## src/rtl/cordic_angle_sequencer.sv

```systemverilog
// CORDIC z-path iteration controller: walks the arctan table, converts float32 degrees to fixed point,
// updates the angle residual and emits one rotation-direction bit per iteration. Option: CORDIC_ROUND_EN.
module cordic_angle_sequencer #(
    parameter int unsigned ITER  = 21,
    parameter int unsigned FRAC  = 16,
    parameter int unsigned ANG_W = 26
) (
    input  logic                    clk,
    input  logic                    reset,
    input  logic                    start,
    input  logic signed [ANG_W-1:0] angle_in,
    output logic [7:0]              i,
    input  logic [31:0]             atan_in,
    output logic                    dir,
    output logic                    dir_valid,
    output logic signed [ANG_W-1:0] z_out,
    output logic                    busy,
    output logic                    done
);

    typedef enum logic {IDLE, RUN} state_t;

    // Float exponent at which the mantissa lands unshifted in the fixed-point frame.
    localparam int unsigned BIAS = 127 - FRAC + 23;

    state_t                  state_q;
    logic [7:0]              i_q;
    logic                    dir_q;
    logic                    dv_q;
    logic signed [ANG_W-1:0] z_q;
    logic signed [ANG_W-1:0] z_d;
    logic                    busy_q;
    logic                    done_q;

    logic [7:0]              exp_w;
    logic [23:0]             man_w;
    logic [ANG_W+23:0]       shl_w;
    logic [23:0]             shr_w;
    logic [ANG_W-1:0]        atan_fix;
    int unsigned             lsh;
    int unsigned             rsh;
    logic                    sign_unused;
`ifdef CORDIC_ROUND_EN
    logic [4:0]              ridx;
    logic                    rnd_bit;
`endif

    assign sign_unused = atan_in[31];

    always_comb begin
        exp_w    = atan_in[30:23];
        man_w    = {1'b1, atan_in[22:0]};
        shl_w    = '0;
        shr_w    = '0;
        atan_fix = '0;
        lsh      = 0;
        rsh      = 0;
`ifdef CORDIC_ROUND_EN
        ridx     = '0;
        rnd_bit  = 1'b0;
`endif
        if (exp_w == 8'd0) begin
            atan_fix = '0;
        end else if (32'(exp_w) >= BIAS) begin
            lsh = 32'(exp_w) - BIAS;
            if (lsh < ANG_W) begin
                shl_w    = {{ANG_W{1'b0}}, man_w} << lsh;
                atan_fix = shl_w[ANG_W-1:0];
            end
        end else begin
            rsh = BIAS - 32'(exp_w);
            if (rsh < 24)
                shr_w = man_w >> rsh;
`ifdef CORDIC_ROUND_EN
            // Half-up: the first discarded bit is added back after the shift.
            if (rsh <= 24) begin
                ridx    = 5'(rsh - 1);
                rnd_bit = man_w[ridx];
            end
            atan_fix = ANG_W'(shr_w) + ANG_W'(rnd_bit);
`else
            atan_fix = ANG_W'(shr_w);
`endif
        end
    end

    always_comb begin
        z_d = z_q;
        if (z_q[ANG_W-1])
            z_d = z_q + $signed(atan_fix);
        else
            z_d = z_q - $signed(atan_fix);
    end

    always_ff @(posedge clk or negedge reset) begin
        if (!reset) begin
            state_q <= IDLE;
            i_q     <= '0;
            dir_q   <= 1'b0;
            dv_q    <= 1'b0;
            z_q     <= '0;
            busy_q  <= 1'b0;
            done_q  <= 1'b0;
        end else begin
            case (state_q)
                IDLE: begin
                    dv_q   <= 1'b0;
                    done_q <= 1'b0;
                    i_q    <= '0;
                    if (start) begin
                        z_q     <= angle_in;
                        busy_q  <= 1'b1;
                        state_q <= RUN;
                    end
                end
                RUN: begin
                    dir_q <= ~z_q[ANG_W-1];
                    z_q   <= z_d;
                    dv_q  <= 1'b1;
                    if (i_q == 8'(ITER - 1)) begin
                        i_q     <= '0;
                        done_q  <= 1'b1;
                        busy_q  <= 1'b0;
                        state_q <= IDLE;
                    end else begin
                        i_q <= i_q + 8'd1;
                    end
                end
                default: state_q <= IDLE;
            endcase
        end
    end

    assign i         = i_q;
    assign dir       = dir_q;
    assign dir_valid = dv_q;
    assign z_out     = z_q;
    assign busy      = busy_q;
    assign done      = done_q;

endmodule
```

## config.mk

```make
export PLATFORM = sky130hd
export DESIGN_NAME = cordic_angle_sequencer
export DESIGN_NICKNAME = d
export VERILOG_FILES = /design/src/rtl/cordic_angle_sequencer.sv
export SDC_FILE = /design/constraint.sdc
export NUM_CORES = 1
export LEC_CHECK = 0
export BUFFER_PORTS_ARGS = -buffer_cell sky130_fd_sc_hd__buf_2
export CAP_MARGIN = 20
export CORE_UTILIZATION = 60
export CTS_CLUSTER_DIAMETER = 50
export DETAILED_ROUTE_END_ITERATION = 7
export PLACE_DENSITY = 0.91
export SLEW_MARGIN = 5
export SYNTH_ARGS = -nofsm -noshare
export SYNTH_HDL_FRONTEND = slang
export SYNTH_SLANG_ARGS = --single-unit
```

## constraint.sdc

```tcl
create_clock -name clk -period 4.8 [get_ports clk]
set_input_delay 0.24 -clock clk [delete_from_list [all_inputs] [get_ports clk]]
set_output_delay 0.24 -clock clk [all_outputs]
set_load 0.02 [all_outputs]
```

==> metrics, run 1 <==
htree depth 2; FFs w/ async S/R, synth 1.000; DP HPWL 19980 µm; Synth Area in Compound Gates 0.2493; Synth top area share 0.1406; Initial Utilization 0.6292; classification of the worst endpoint sequential cell input; Horiz. Die Dim ~110 µm; Fail Step global routing (5_1_grt); Adder-Cell Fraction of Synth Area 0.06057; Port Buffers 97; Synth top cells by count mux2i_1, nand2_1, nor2_1, o21ai_0, a21oi_1; Post-synth EDFFs 0; ranking of synthesized cells by area dfrtp_1, mux2i_1, mux4_2; Post-Synth XOR/XNOR Area 0.07734; syn_area_per_cell 8.322 µm²; cell taking the most area after synthesis dfrtp_1; sequential area share after synthesis 0.1406; Clock Tree Buf Depth 2; Warnings, synthesis 0; largest family of logic cells by synthesized area compound AO/OA/AOI/OAI gates; row count 38; CTS Root Cell clkbuf_16; Top Ports 99; Err [ERROR GRT-0232] Routing congestion too high. Check the congestion heatmap in the GUI.; run status did not finish; remaining global-route overflow 89; CTS hold repair buffers 0; simple-gate share of the synthesized area 0.1895; Mapped Cells between 800 and 900; GRT repair_timing worst endpoint z_out[25]$_DFFE_PN0P_/D; Top FF cell, synth dfrtp_1; GPL Wtd Cong approximately 1.1; top-count cell post-synth mux2i_1; TritonCTS Buffers 5; #FFs+latches synth 39; total global-route track usage 0.7650; Sink Count 39; Synthesized Nets 928; Die H ~110 µm; mux cell area share after synthesis 0.2356; Mapped Area ~7000 µm²; Distinct cells, synth between 80 and 90; pin count of the biggest net entering global routing 44
==> timing repair <==
item,4_1_cts
pin swaps,16
gates resized for setup,28
endpoints found under the setup margin,7
gates cloned,0
setup buffers,11
==> cells by family after synthesis <==
family	count (synthesis)
flip-flops	39
AND/OR/NAND/NOR	255
adder cells (fa/ha/maj)	33
multiplexers	124
AO/OA/AOI/OAI	261
buffers and inverters	65
XOR/XNOR	57
==> stage by stage <==
stage	cells	instance area [µm²]	worst slack (ps)	hold slack, ps	utilization
2_1_floorplan	834	7067	-136.7	-55.59	-
3_3_place_gp	1233	9010	-258.0	381.4	0.8168
3_5_place_dp	1233	9010	-566.9	390.7	0.8168
4_1_cts	1252	9371	24.43	82.22	0.8496
==> per-layer routing <==
metal	GRT usage	overflow
met1	0.7446	0
met2	0.9146	43
met3	0.6432	3
met4	0.8114	43
met5	0.2232	0
==> run 2, diff against run 1 <==
CORE_UTILIZATION = 40   (was 60)
CTS_CLUSTER_DIAMETER = unset   (was 50)
PLACE_DENSITY = unset   (was 0.91)
PLACE_DENSITY_LB_ADDON = 0.15   (was unset)
==> run 2 against run 1 <==
Effect of this change: the run now ends clean; synthesized area unchanged; synthesized cell count did not move.
==> metrics, run 2 <==
run status finished, final reports clean (was did not finish); WS Path Type in -> reg; sequential area share after synthesis 0.1406 (unchanged); GPL Wtd Cong 1.027 (was 1.142); Crit Reg-Reg Startpoint z_out[25]; Clock Tree Buf Depth 2 (unchanged); crit path launch type input pin; Initial Utilization 0.4141 (was 0.6292); max-slew violation count 0; Area Overhead vs Synth 42.76%; Synthesized Nets 928 (unchanged); post-route ant nets 0; ranking of synthesized cells by area dfrtp_1, mux2i_1, mux4_2 (unchanged); total global-route track usage 0.2698; pin count of the biggest net entering global routing 63; Horiz. Die Dim 133.7 µm (was 109.6 µm); TritonRoute pass-1 iters 5; Final Cycle Share 0.9758; max-cap violation count 0; placed insts 1344 (was 1233); top-count cell post-synth mux2i_1 (unchanged); initial antenna violation count 0; htree depth 2 (unchanged); Port Buffers 97 (unchanged); FFs w/ async S/R, synth 1.000 (unchanged); ratio of cells with drive above 1 in the final layout 0.4443; CTS hold repair buffers 0 (unchanged); Hold/Removal Path Class in -> async; Period minus WS final approximately 4700 ps; Mapped Area 6940 µm² (unchanged); syn_area_per_cell 8.322 µm² (unchanged); worst vdd ir around 0.34 mV; vias 7796; Largest register FFs 26; final antenna diode count 0; clk_skew 5.457 ps; number of global-route vias before repair 7377; Top Ports 99 (unchanged); Total Power roughly 4.6 mW; PD cells 467.7 nW/µm²; RR Endpoint z_out[25]; Worst-Margin Slew approximately 940 ps; remaining global-route overflow 0; CTS tree done; fin nets 1241; CTS Root Cell clkbuf_16 (unchanged); DP HPWL 19460 µm (was 19980 µm); Distinct cells, synth 89 (unchanged); FF-to-FF setup slack 1500 ps; FMAX 213.5 MHz; cell taking the most area after synthesis dfrtp_1 (unchanged); first-pass GRT wire length 38500 µm; Mapped Cells 834 (unchanged); Clock Pin Slew Worst Setup and Hold Paths ~60 ps; Final Setup Violations 0; largest fanout on the critical path 6; CP endpoint kind register; Synth top area share 0.1406 (unchanged); critical path arrival 4890 ps; Die H 133.7 µm (was 109.6 µm); Post-synth EDFFs 0 (unchanged); Sink Count 39 (unchanged); initial drt markers about 640; Die ar. 17880 µm²; fill cell count 1549; clock latency at the later pin of the worst-skew pair 290 ps; RSZ-0062 raised after global routing yes; DRC viols 0; total routed wirelength around 24000 µm; fin cells 1368; row count 47 (was 38); commonest non-fill, non-tap cell in the layout buf_4; TritonCTS Buffers 5 (unchanged); core footprint 16760 µm²; commonest cells after routing, fill and taps aside buf_4, buf_2, nand2_1; #FFs+latches synth 39 (unchanged); Synth top cells by count mux2i_1, nand2_1, nor2_1, o21ai_0, a21oi_1 (unchanged); Max transition margin 0.3753; Top FF cell, synth dfrtp_1 (unchanged); vias per cell 5.699; worst path required time 5010 ps; Warnings, synthesis 0 (unchanged); Final Hold Fails 0; leakage power 4.555 nW; drt wl/cell 17.65 µm; worst r2r path cells 14
run 2: cell counts after synthesis:
No cell type changed its count.
run 2: power breakdown:
group | total (mW) | switching, mW | internal, mW | leakage [nW]
clock | 0.393 | 0.147 | 0.245 | 0.0838
sequential | 0.716 | 0.209 | 0.508 | 0.463
combinational | 3.53 | 1.72 | 1.80 | 4.01
run 2: final cells by class:
type	count	area (µm²)	area share
Timing Repair Buffer	356	2520	0.2543
Tap cell	220	275.3	0.02778
Multi-Input combinational cell	730	5903	0.5958
Inverter	15	63.81	0.006440
Sequential cell	39	977.2	0.09862
Clock inverter	3	43.79	0.004420
Clock buffer	5	125.1	0.01263
run 2: timing repair:
item	CTS	global route
cloned	0	0
endpoints found under the setup margin	5	13
resized for setup	14	53
buffers inserted	2	14
pin swaps	5	29
run 2: kinds of logic (layout without fill, tap and decap cells):
logic type / after synthesis / in the layout / share of synthesized area
multiplexers: 124 / 124 / 0.2356
adder cells (fa/ha/maj): 33 / 33 / 0.06057
AO/OA/AOI/OAI: 261 / 261 / 0.2493
XOR/XNOR: 57 / 57 / 0.07734
flip-flops: 39 / 39 / 0.1406
AND/OR/NAND/NOR: 255 / 255 / 0.1895
buffers and inverters: 65 / 379 / 0.04705
run 2: worst max-delay path by stage:
stage	startpoint	endpoint	slack, ps	cells past startpoint
global placement	atan_in[24]	z_out[25]	-430	26
finish	atan_in[25]	z_out[25]	120	24
CTS	atan_in[23]	z_out[25]	9	23
floorplan	atan_in[24]	z_out[25]	-140	28
detailed placement	atan_in[24]	z_out[25]	-490	26
global route	atan_in[24]	z_out[25]	-180	24
run 2: critical path, stage by stage:
cell and delay [ps]:
buf_2 130, buf_4 150, ha_2 200, buf_4 140, a21boi_2 400, nor2_4 120, o2111ai_1 370, a41oi_2 200
a21oi_2 220, nand4_4 160, buf_6 170, nor3b_4 200, buf_4 140, a21oi_1 70, xnor2_1 140, ha_1 290
nand3_1 100, o21ai_1 320, a31oi_2 150, a31o_2 290, o21a_1 200, and3_1 160, o211a_1 230, nor3_2 130
run 2: layer usage:
| layer | global-route usage | share of wire |
|---|---|---|
| met5 | 0 | 0 |
| met2 | 0.4240 | 0.45 |
| met1 | 0.3885 | 0.47 |
| met4 | 0.04924 | 0.014 |
| met3 | 0.04452 | 0.068 |
run 2: stage by stage:
step / hold slack [ps] / TNS (ps) / util / setup slack, ps / cell area (µm²)
2_1_floorplan: -55.59 / -136.7 / - / -136.7 / 7067
3_3_place_gp: 408.7 / -2256 / 0.5577 / -426.5 / 9346
3_5_place_dp: 421.3 / -2582 / 0.5577 / -486.7 / 9346
4_1_cts: 110.0 / 0 / 0.5719 / 9.103 / 9585
5_1_grt: 146.5 / -396.9 / 0.5912 / -182.0 / 9908
6_report: 75.85 / 0 / 0.5912 / 116.4 / 9908
(Power assumes the default switching activity.)
==> run 3, diff against run 2 <==
HOLD_SLACK_MARGIN = 0.12   (was unset)
clock period = 5.33 ns   (was 4.8 ns; I/O delays follow)
==> run 3 against run 2 <==
Effect of this change: register-to-register slack better by 410 ps; sequential power is 14% lower; clock-buffer cell count stayed put; largest cell class unchanged; highest routed layer unchanged; wire length is 8.4% lower; total power is 19% lower; largest power group unchanged; critical endpoint unchanged.
==> metrics, run 3 (synthesized netlist as in run 2, its figures left out) <==
run status finished, final reports clean (unchanged); Final Setup Violations 0 (unchanged); worst path required time 5540 ps (was 5010 ps); Horiz. Die Dim 133.7 µm (unchanged); DRC viols 0 (unchanged); Die ar. 17880 µm² (unchanged); WS Path Type in -> reg (unchanged); pin count of the biggest net entering global routing 57 (was 63); Final Hold Fails 0 (unchanged); Hold/Removal Path Class in -> async (unchanged); Clock Tree Buf Depth 2 (unchanged); DP HPWL 18210 µm (was 19460 µm); Area Overhead vs Synth 27.83% (was 42.76%); Final WS setup 312.8 ps (was 116.4 ps); final antenna diode count 0 (unchanged); leakage power 4.027 nW (was 4.555 nW); critical path arrival 5230 ps (was 4890 ps); remaining global-route overflow 0 (unchanged); clk_skew 11.16 ps (was 5.457 ps); Die H 133.7 µm (unchanged); fin nets 1143 (was 1241); Clock Pin Slew Worst Setup and Hold Paths 60 ps (about the same); multi-input logic area 5679 µm² (was 5903 µm²); vias 7277 (was 7796); Worst-Margin Slew 895.4 ps (was 937.1 ps); clock latency at the later pin of the worst-skew pair 290 ps (about the same); htree depth 2 (unchanged); CP endpoint kind register (unchanged); row count 47 (unchanged); Period minus WS final 5017 ps; max-cap violation count 0 (unchanged); vias per cell 5.730 (was 5.699); Largest register FFs 26 (unchanged); Sink Count 39 (unchanged); worst vdd ir 0.2644 mV (was 0.3354 mV); core footprint 16760 µm² (unchanged); ratio of cells with drive above 1 in the final layout 0.3514 (was 0.4443); TritonCTS Buffers 5 (unchanged); final setup TNS 0 ps (unchanged); initial drt markers 458 (was 637); total global-route track usage 0.2483 (was 0.2698); commonest non-fill, non-tap cell in the layout buf_4 (unchanged); fill cell count 1655 (was 1549); Initial Utilization 0.4141 (unchanged); largest fanout on the critical path 6 (unchanged); max-slew violation count 0 (unchanged); GPL Wtd Cong 0.9440 (was 1.027); post-route ant nets 0 (unchanged); number of global-route vias before repair 6903 (was 7377); PD cells 421.4 nW/µm² (was 467.7 nW/µm²); crit path launch type input pin (unchanged); TritonRoute pass-1 iters 5 (unchanged); Port Buffers 97 (unchanged); Top Ports 99 (unchanged); Core Util, Final 0.5294 (was 0.5912); drt wl/cell 17.42 µm (was 17.65 µm); first-pass GRT wire length 35670 µm (was 38500 µm); CTS tree done (unchanged); CTS hold repair buffers 0 (unchanged); commonest cells after routing, fill and taps aside buf_4, buf_2, mux2i_1 (was buf_4, buf_2, nand2_1); Max transition margin 0.4030 (was 0.3753); Final Cycle Share 0.9413; worst slack at placement -21.03 ps (was -486.7 ps); total routed wirelength 22120 µm (was 24140 µm); CTS Root Cell clkbuf_16 (unchanged); FMAX around 200 MHz; initial antenna violation count 0 (unchanged); register area 977.2 µm² (unchanged)
## run 3: cell types whose count changed in the layout (fill, tap and decap cells not counted), moves of 5 or more
cell     before  now
a21oi_2      11    4
o21ai_1      12    6
a21oi_1      48   55
buf_4       251  156
o21ai_0      54   63
mux2i_2       5    0
mux2i_1      65   70
## run 3: worst max-delay path: stages
cell	delay, ps
buf_2	130
ha_1	290
buf_4	170
xnor2_2	240
buf_4	210
mux4_2	550
o22ai_1	140
o211ai_1	190
a41oi_2	250
a21oi_2	90
buf_4	140
a21oi_1	140
xnor2_1	160
ha_1	280
a21oi_1	240
nor2_1	70
o21ai_0	250
nand4_1	260
a31oi_2	310
a31o_2	220
o21ai_0	120
and3_1	190
o211a_1	200
nor3_1	120
## run 3: timing repair
action	in CTS	in global routing
buffers inserted	0	5
setup endpoints to repair	0	2
resized for setup	0	11
## run 3: per-stage QoR
stage | std cells | power (mW) | hold WS, ps | cell area (µm²)
global route | 1270 | 4.098 | 181.3 | 8872
detailed placement | 1257 | 3.404 | 436.8 | 8641
floorplan | 834 | 2.443 | -29.09 | 6953
finish | 1270 | 3.739 | 103.9 | 8872
CTS | 1265 | 3.719 | 129.3 | 8786
global placement | 1257 | 3.373 | 433.0 | 8641
## run 3: final timing paths
kind	start	to	slack [ps]	cells past startpoint
worst min-delay path	reset	z_out[1]	100	1
worst min register to register	dir	dir	520	2
max in group asynchronous	reset	state_q	4610	1
worst max-delay path	atan_in[23]	z_out[25]	310	24
min in group clk	angle_in[24]	z_out[24]	260	3
worst max register to register	z_out[25]	z_out[25]	1910	14
## run 3: cell type report
type | count | share of cell area
Inverter | 15 | 0.006346
Timing Repair Buffer | 258 | 0.1960
Clock buffer | 5 | 0.01410
Clock inverter | 3 | 0.002256
Multi-Input combinational cell | 730 | 0.6401
Sequential cell | 39 | 0.1101
Tap cell | 220 | 0.03103
## run 3: per-layer routing
layer / part of all wire / up-vias / global-route usage
li1: - / 3606 / -
met1: 0.46 / 3422 / 0.3350
met2: 0.47 / 210 / 0.4125
met3: 0.042 / 39 / 0.02169
met4: 0.028 / 0 / 0.08838
met5: 0 / - / 0
## run 3: power breakdown
group | total (mW) | leakage (nW) | switching [mW] | internal (mW)
Clock | 0.296 | 0.0658 | 0.124 | 0.172
Combinational | 2.83 | 3.50 | 1.45 | 1.38
Sequential | 0.617 | 0.463 | 0.160 | 0.457
Total | 3.74 | 4.03 | 1.73 | 2.01
==> run 4, diff against run 3 <==
CORE_ASPECT_RATIO = 1.25   (was unset)
CTS_BUF_LIST = sky130_fd_sc_hd__clkbuf_4 sky130_fd_sc_hd__clkbuf_8   (was unset)
==> run 4 against run 3 <==
Effect of this change: hold slack improved by 150 ps; sequential power up 3.9%; worst setup slack worse by 5.3 ps; clock skew grew 1.8 ps; sequential share of layout area rose by 0.089 points; flip-flop and latch count stayed put; cell count fell by 0.24%; first-iteration DRC count is 5.9% lower; die area barely moved; via count about the same; critical endpoint unchanged; largest power group unchanged.
==> metrics, run 4 (synthesized netlist as in run 2, its figures left out) <==
DP HPWL 18580 µm (was 18210 µm); RR Endpoint z_out[25] (unchanged); Hold Path Cell Cnt 3; TritonCTS Buffers 5 (unchanged); Worst-Margin Slew 918.1 ps (was 895.4 ps); crit path launch type input pin (unchanged); Clock Tree Buf Depth 2 (unchanged); largest fanout on the critical path 4 (was 6); Die ar. 17880 µm² (about the same); Sink Count 39 (unchanged); max-slew violation count 0 (unchanged); fin nets 1140 (was 1143); WL met2 11150 µm (was 10330 µm); Area Overhead vs Synth 26.81% (was 27.83%); row count 53 (was 47); Hold/Removal Path Class in -> reg (was in -> async); Port Buffers 97 (unchanged); Final Cycle Share 0.9423 (was 0.9413); WL met1 9400 µm (was 10250 µm); Max transition margin 0.3880 (was 0.4030); initial drt markers 431 (was 458); total routed wirelength 22430 µm (was 22120 µm); Fin Hold WS 254.4 ps (was 103.9 ps); clock latency at the later pin of the worst-skew pair 300 ps (was 290 ps); DRC viols 0 (unchanged); fill cell count 1706 (was 1655); final antenna diode count 0 (unchanged); WS Path Type in -> reg (unchanged); Largest register FFs 26 (unchanged); wire length on met3 821 µm (was 920 µm); clk_skew 12.93 ps (was 11.16 ps); top sig layer met4 (unchanged); FMAX 199.1 MHz (was 199.3 MHz); Final Hold Fails 0 (unchanged); Core Util, Final 0.5205 (was 0.5294); leakage power 3.998 nW (was 4.027 nW); first-pass GRT wire length 35780 µm (was 35670 µm); Final WS setup 307.5 ps (was 312.8 ps); hold path endpoint z_out[24]; total global-route track usage 0.2516 (was 0.2483); Total Power 3.691 mW (was 3.739 mW); worst path required time 5550 ps (was 5540 ps); core footprint 16910 µm² (was 16760 µm²); Initial Utilization 0.4104 (was 0.4141); Horiz. Die Dim 119.8 µm (was 133.7 µm); run status finished, final reports clean (unchanged); postcts setup bufs 0 (unchanged); number of global-route vias before repair 6970 (was 6903); commonest cells after routing, fill and taps aside buf_4, buf_2, mux2i_1 (unchanged); vias per cell 5.740 (was 5.730); htree depth 2 (unchanged); ratio of cells with drive above 1 in the final layout 0.3486 (was 0.3514); Final Setup Violations 0 (unchanged); FF-to-FF setup slack 1950 ps (was 1910 ps); pin count of the biggest net entering global routing 63 (was 57); placed insts 1258 (was 1257); Final Instance Area 8801 µm² (was 8872 µm²); Worst Hold Launch angle_in[24]; drt wl/cell 17.70 µm (was 17.42 µm); remaining global-route overflow 0 (unchanged); vias 7272 (was 7277); commonest non-fill, non-tap cell in the layout buf_4 (unchanged); Clock Pin Slew Worst Setup and Hold Paths 80 ps (was 60 ps); critical path arrival 5240 ps (was 5230 ps); Top Ports 99 (unchanged); worst vdd ir 0.1659 mV (was 0.2644 mV); worst r2r path cells 13 (was 14); Crit Reg-Reg Startpoint z_out[25] (unchanged); Area after DPL 8648 µm² (was 8641 µm²); CTS Root Cell clkbuf_8 (was clkbuf_16); post-route ant nets 0 (unchanged); final setup TNS 0 ps (unchanged); CP endpoint kind register (unchanged); initial antenna violation count 0 (unchanged); Period minus WS final 5023 ps (was 5017 ps); Die H 149.3 µm (was 133.7 µm); PD cells 419.4 nW/µm² (was 421.4 nW/µm²); worst slack at placement -38.41 ps (was -21.03 ps); CTS tree done (unchanged); TritonRoute pass-1 iters 5 (unchanged); GPL Wtd Cong 1.015 (was 0.9440); max-cap violation count 0 (unchanged); fin cells 1267 (was 1270)
==> run 4: cell count changes in the layout (fill, tap and decap cells not counted), sizes merged <==
cell	previous run	this run
clkinvlp	2	0
dlygate4sd3	0	1
bufinv	0	1
clkinv	2	3
buf	258	254
==> run 4: critical path, cell delays in order <==
cell and delay [ps]:
buf_2 140, ha_1 280, buf_4 180, xnor2_2 120, buf_4 160, mux2i_1 150
a22oi_1 470, nor2_1 80, o32a_1 410, ha_1 240, and4_2 210, nor3b_2 170
nor2_1 120, xnor2_1 130, ha_1 260, a21o_1 180, a21o_1 170, a21oi_1 190
nand4_1 210, a31oi_2 290, a31o_2 220, o21ai_0 110, and3_1 180, o211a_1 200
nor3_1 120
==> run 4: cell type report <==
cell class	instances	area (µm²)	area share
Multi-Input combinational cell	730	5668	0.6440
Timing Repair Buffer	255	1712	0.1945
Sequential cell	39	977.2	0.1110
Tap cell	220	275.3	0.03128
Clock buffer	5	68.82	0.007819
Inverter	15	56.30	0.006397
Clock inverter	3	43.79	0.004976
==> run 4: worst max-delay path by stage <==
| stage | slack (ps) | end | startpoint |
|---|---|---|---|
| after floorplan | 30 | z_out[25] | atan_in[23] |
| after global placement | 10 | z_out[25] | atan_in[23] |
| after detailed placement | -40 | z_out[25] | atan_in[23] |
| after CTS | 260 | z_out[25] | atan_in[23] |
| after global routing | -8 | z_out[25] | atan_in[23] |
| final | 310 | z_out[25] | atan_in[23] |
==> run 4: layer usage <==
| layer | up-vias | global-route usage |
|---|---|---|
| met5 | - | 0 |
| li1 | 3616 | - |
| met1 | 3377 | 0.3009 |
| met3 | 56 | 0.01873 |
| met2 | 223 | 0.4491 |
| met4 | 0 | 0.1306 |
==> run 4: timing repair <==
| action | in CTS | in global routing |
|---|---|---|
| gates resized for setup | 0 | 8 |
| setup endpoints to repair | 0 | 3 |
| endpoints found under the hold margin | 32 | 0 |
| hold buffers | 1 | 0 |
==> run 4: report_power, final <==
group	leakage (nW)	internal [mW]	total (mW)	switching [mW]
Sequential	0.463	0.456	0.641	0.185
Clock	0.0581	0.139	0.248	0.108
Combinational	3.48	1.38	2.80	1.42
Total	4.00	1.97	3.69	1.72
